## src/rtl/bullet_sched.sv

```systemverilog
// rtl/bullet_sched.sv - player bullet fire scheduler: period pacing, round-robin slot pick, double-shot timer
module bullet_sched #(
    parameter int unsigned     BULLET_NUM      = 8,
    parameter int unsigned     IDX_W           = 3,
    parameter int unsigned     FIRE_PERIOD     = 50_000_000,
    parameter longint unsigned DOUBLE_DURATION = 64'd2_500_000_000,
    parameter int unsigned     CNT_W           = 32
) (
    input  logic                  clk_run,
    input  logic                  rst,
    input  logic                  game_run_i,
    input  logic                  powerup_i,
    input  logic [BULLET_NUM-1:0] slot_busy_i,
    output logic                  shoot_o,
    output logic [IDX_W-1:0]      shoot_idx_o,
    output logic                  mode_o,
    output logic [7:0]            miss_cnt_o
);

    localparam logic [1:0] ST_IDLE  = 2'd0;
    localparam logic [1:0] ST_COUNT = 2'd1;
    localparam logic [1:0] ST_SCAN  = 2'd2;
    localparam logic [1:0] ST_FIRE  = 2'd3;

    localparam logic [CNT_W-1:0] CNT_LAST = CNT_W'(FIRE_PERIOD - 1);
    localparam logic [CNT_W-1:0] DBL_LOAD = CNT_W'(DOUBLE_DURATION);
    localparam logic [IDX_W-1:0] IDX_LAST = IDX_W'(BULLET_NUM - 1);

    logic [1:0]       state;
    logic [CNT_W-1:0] period_cnt;
    logic [IDX_W-1:0] scan_ptr;
    logic [IDX_W-1:0] scan_steps;
    logic [IDX_W-1:0] last_idx;
    logic [CNT_W-1:0] dbl_timer;
    logic [CNT_W-1:0] dbl_next;

    // Slot successor with wrap from the last slot back to slot 0
    function automatic logic [IDX_W-1:0] next_idx(input logic [IDX_W-1:0] i);
        return (i == IDX_LAST) ? '0 : i + IDX_W'(1);
    endfunction

    // Fire FSM: pace with the period counter, scan one slot per cycle, pulse shoot for one cycle
    always_ff @(posedge clk_run or posedge rst) begin
        if (rst) begin
            state       <= ST_IDLE;
            period_cnt  <= '0;
            scan_ptr    <= '0;
            scan_steps  <= '0;
            last_idx    <= IDX_LAST;
            shoot_o     <= 1'b0;
            shoot_idx_o <= '0;
            miss_cnt_o  <= 8'd0;
        end else begin
            shoot_o <= 1'b0;
            case (state)
                ST_IDLE: begin
                    if (game_run_i) begin
                        state      <= ST_COUNT;
                        period_cnt <= '0;
                    end
                end
                ST_COUNT: begin
                    if (!game_run_i) begin
                        state      <= ST_IDLE;
                        period_cnt <= '0;
                    end else if (period_cnt == CNT_LAST) begin
                        state      <= ST_SCAN;
                        period_cnt <= '0;
                        scan_ptr   <= next_idx(last_idx);
                        scan_steps <= '0;
                    end else begin
                        period_cnt <= period_cnt + CNT_W'(1);
                    end
                end
                ST_SCAN: begin
                    if (!game_run_i) begin
                        state      <= ST_IDLE;
                        period_cnt <= '0;
                    end else if (!slot_busy_i[scan_ptr]) begin
                        state       <= ST_FIRE;
                        shoot_idx_o <= scan_ptr;
                        shoot_o     <= 1'b1;
                    end else if (scan_steps == IDX_LAST) begin
                        // Whole pool busy: drop this attempt and count it
                        if (miss_cnt_o != 8'hFF) begin
                            miss_cnt_o <= miss_cnt_o + 8'd1;
                        end
                        state      <= ST_COUNT;
                        period_cnt <= '0;
                    end else begin
                        scan_ptr   <= next_idx(scan_ptr);
                        scan_steps <= scan_steps + IDX_W'(1);
                    end
                end
                ST_FIRE: begin
                    // A shot in flight completes even if the game pauses this cycle
                    last_idx   <= shoot_idx_o;
                    state      <= ST_COUNT;
                    period_cnt <= '0;
                end
                default: begin
                    state      <= ST_IDLE;
                    period_cnt <= '0;
                end
            endcase
        end
    end

    // Next double-timer value: power-up reload wins, otherwise count down while running
    always_comb begin
        dbl_next = dbl_timer;
        if (powerup_i) begin
            dbl_next = DBL_LOAD;
        end else if (game_run_i && (dbl_timer != '0)) begin
            dbl_next = dbl_timer - CNT_W'(1);
        end
    end

    // Double timer and registered mode flag tracking the timer's new value
    always_ff @(posedge clk_run or posedge rst) begin
        if (rst) begin
            dbl_timer <= '0;
            mode_o    <= 1'b0;
        end else begin
            dbl_timer <= dbl_next;
            mode_o    <= (dbl_next != '0);
        end
    end

endmodule

```

## config.mk

```make
export PLATFORM = sky130hd
export DESIGN_NAME = bullet_sched
export DESIGN_NICKNAME = d
export VERILOG_FILES = /design/src/rtl/bullet_sched.sv
export SDC_FILE = /design/constraint.sdc
export NUM_CORES = 1
export LEC_CHECK = 0
export CORE_MARGIN = 10
export CORE_UTILIZATION = 36
export DETAILED_ROUTE_END_ITERATION = 12
export HOLD_SLACK_MARGIN = 0.05
export SYNTH_ARGS = -nofsm -noshare
export SYNTH_HDL_FRONTEND = slang
export SYNTH_SLANG_ARGS = --single-unit
```

## constraint.sdc

```tcl
create_clock -name clk_run -period 3.4 [get_ports clk_run]
set_clock_uncertainty 0.15 [all_clocks]
set_input_delay 0.51 -clock clk_run [delete_from_list [all_inputs] [get_ports clk_run]]
set_output_delay 0.51 -clock clk_run [all_outputs]
set_load 0.02 [all_outputs]
```

==> impl_metrics.csv <==
group,metric,value,unit
run_status,status,"complete, no violations",
pwr,total_power,2.81,mW
global_routing,grt.overflow.total,0,
setup_path,cp.required,3.44,ns
drt,wl_met1,5020,µm
cts,clock_latency,0.33,ns
worst_hold_path,worstHoldStart,"scan_steps[1]",
cts,cts_tree,"yes",
sta,slew_headroom,60.0,%
final_layout,diodes,0,
drt,vias_per_cell,5.25,
synthesis,syn_area_per_cell,9.64,µm²
floorplan,chipWidth,137,µm
setup_path,r2r-start,"dbl_timer[3]",
sta,drv_slew,0,
drt,firstDrtPassIters,4,
synthesis,synth.distinct_cells,60,
drt,num_vias,3845,
floorplan,initial_core_util,36.9,%
setup_path,worstPathMaxFanout,8,
sta,finalCritPeriodShare,91.4,%
sta,hold_viol_final,0,
cts,numCtsBuffers,9,
drt,wl_met2,4850,µm
cts,clk_pin_slew,0.06,ns
cts,clock-root-buffer,"clkbuf_16",
sta,fmax,0.322,GHz
drt,dr.max_layer_used,"met4",
synthesis,syn_inst,509,
final_layout,area.growth.synth_to_final,17.3,%
synthesis,yosysTopAreaCell,"dfrtp_1",
setup_path,cpLargestDelayFamily,"simple AND/OR/NAND/NOR gates",
final_layout,finalNetCount,577,
setup_path,critPathSlowestCell,"or4_4",
sta,holdWs,0.345,ns
sta,period_minus_slack,3.11,ns
place,hpwlAfterDp,7680,µm
place,gp_congestion,0.848,
run,max-cap-violations,0,
setup_path,startpoint_type,"flip-flop",
sta,rsz0062_at_grt,"false",
drt,post_drt_wl_per_cell,14.4,µm
setup_path,r2r_slack,0.29,ns
drt,drtIter0Drc,255,
global_routing,grt_usage,12.1,%
worst_hold_path,whs_path_depth,2,
synthesis,synthArstFlopShare,100,%
global_routing,grt_pass1_vias,3801,
synthesis,yosys_register_bits,88,
synthesis,synth_ff_type,"dfrtp_1",
global_routing,grt_max_degree,40,
worst_hold_path,hold_path_end,"scan_steps[1]",
final_layout,nFillCells,1277,
floorplan,core-area,13300,µm²
final_layout,seqCellArea,2210,µm²
pwr,power_leakage,2.28,nW
pwr,ir_drop,274,µV
place,io_buffers,24,
cts,hold_buffers,0,
final_layout,layout-drive-gt1-share,13.8,%
worst_hold_path,hold_class,"flip-flop to flip-flop",
floorplan,fp-row-count,42,
floorplan,die_y,137,µm
setup_path,rr_worst_depth,8,
cts,cts.htree.levels,3,
synthesis,yosysTopAreaCellShare,43.4,%
final_layout,multiInputGateArea,2570,µm²
sta,worst_slew_pin_slew,0.599,ns
synthesis,synth-edff-count,0,
synthesis,synth_nets,535,
setup_path,worstSetupPathType,"flip-flop to flip-flop",
drt,detail-route-antenna-nets,0,
cts,cts_sinks,88,
setup_path,cp.arrival,3.15,ns
drt,routed_wl,10600,µm
global_routing,antenna_found_initial,0,
synthesis,syn_area,4900,µm²
global_routing,grt_pass1_wl,18600,µm
setup_path,reg2reg_to,"mode_o",
synthesis,yosysWarnings,0,
setup_path,slowest_delay,0.59,ns
synthesis,synth_area_leaders,"dfrtp_1 43%, xnor2_1 5.2%, nor2_1 4.9%",
setup_path,path_buf_inv,0,
setup_path,path_cells,"or3_1 -> or4_4 -> a311oi_4 -> nand4b_1 -> xnor2_1 -> nor3b_1 -> nor4b_2 -> nand4_1",
synthesis,ys_seq_area_share,45.0,%
pwr,powerDensity,488,nW/µm²
drt,wl_met3,552,µm
floorplan,io_pins,25,
cts,cts_buffer_depth,2,
floorplan,dieArea,18700,µm²
setup_path,endpoint_kind,"flip-flop",
sta,setup_violations,0,
drt,drc,0,
## registers in the layout (all words and copies together) (netlist names)
register,count
mode_o,1
shoot_o,1
scan_ptr,3
last_idx,3
dbl_timer,32
shoot_idx_o,3
scan_steps,3
state,2
period_cnt,32
miss_cnt_o,8
## metrics by stage
stage          cells  setup TNS, ns  util [%]  setup slack [ns]  instance area (µm²)
3_3_place_gp     714       -0.00272      41.1          -0.00272                 5460
3_5_place_dp     714        -0.0585      41.1           -0.0585                 5460
6_report         732              0      43.3             0.294                 5750
4_1_cts          730              0      43.1             0.194                 5730
5_1_grt          732              0      43.3            0.0114                 5750
2_1_floorplan    509              0         -             0.466                 4900
## where the power goes
group          internal [mW]  switching [mW]
sequential              1.15          0.0919
combinational          0.272           0.392
clock                  0.510           0.397
## metal layers
layer | vias up | track usage, %
met5 | - | 0
met4 | 0 | 4.67
met3 | 9 | 2.02
met2 | 80 | 18.5
met1 | 1862 | 16.7
li1 | 1894 | -
## placed cells by master, fill, tap and decap left out, types with 12 or more instances in the layout
| master | n |
|---|---|
| nor4_1 | 12 |
| inv_1 | 15 |
| nor2_1 | 64 |
| nor3_1 | 14 |
| xor2_1 | 21 |
| or3_1 | 15 |
| dfrtp_1 | 85 |
| nand3_1 | 16 |
| buf_4 | 22 |
| o21ai_0 | 24 |
| nand2_1 | 50 |
| ha_1 | 14 |
| a21oi_1 | 21 |
| xnor2_1 | 29 |
| clkdlybuf4s50_1 | 24 |
## cell families (layout without fill, tap and decap cells)
logic type	Yosys count	in the layout	synth area share, %
compound gates	71	71	9.80
xor+xnor	50	50	8.93
fa+ha+maj	14	14	3.57
buf+inv	32	79	2.81
flops	88	88	45.0
mux	11	11	2.93
simple gates	243	243	27.0
## synth_stat cells, types with 3 or more instances
cell      instances
a21oi_1          21
and3_1           10
and4_1            3
clkbuf_1         12
dfrtp_1          85
dfstp_2           3
ha_1             14
inv_1            16
mux2_2            7
nand2_1          50
nand2b_1          3
nand3_1          16
nand4_1          10
nand4b_1          4
nor2_1           64
nor3_1           14
nor3b_1           6
nor4_1           12
nor4_2            4
nor4b_1           4
o21ai_0          24
o21ai_1           4
o31ai_1           5
or2_2             5
or3_1            15
or4_1             5
xnor2_1          29
xor2_1           21
## timing repair
item	CTS	global route
setup endpoints to repair	0	1
resized for setup	0	1
buffers inserted	0	2
## how the worst max path moves through the flow
stage | from | endpoint | slack (ns) | cells after the start
global route | dbl_timer[0] | mode_o | 0.01 | 11
CTS | dbl_timer[0] | mode_o | 0.19 | 11
finish | dbl_timer[3] | mode_o | 0.29 | 8
global placement | game_run_i | mode_o | -0.003 | 9
floorplan | rst | dbl_timer[0] | 0.47 | 1
detailed placement | game_run_i | mode_o | -0.06 | 9
## worst reg2reg max path, delay by kind of cell (launching register included)
family	cells	cell delay (ns)
xor gates and xnor gates	1	0.16
DFF	1	0.44
AOI/OAI and AO/OA	1	0.40
and+or+nand+nor	6	1.81
## area by class of cell
type	instances	area share, %
Multi-Input combinational cell	389	44.6
Inverter	16	1.07
Clock buffer	10	4.15
Tap cell	176	3.83
Timing Repair Buffer	47	7.39
Clock inverter	6	0.609
Sequential cell	88	38.3
(Power assumes the default switching activity.)
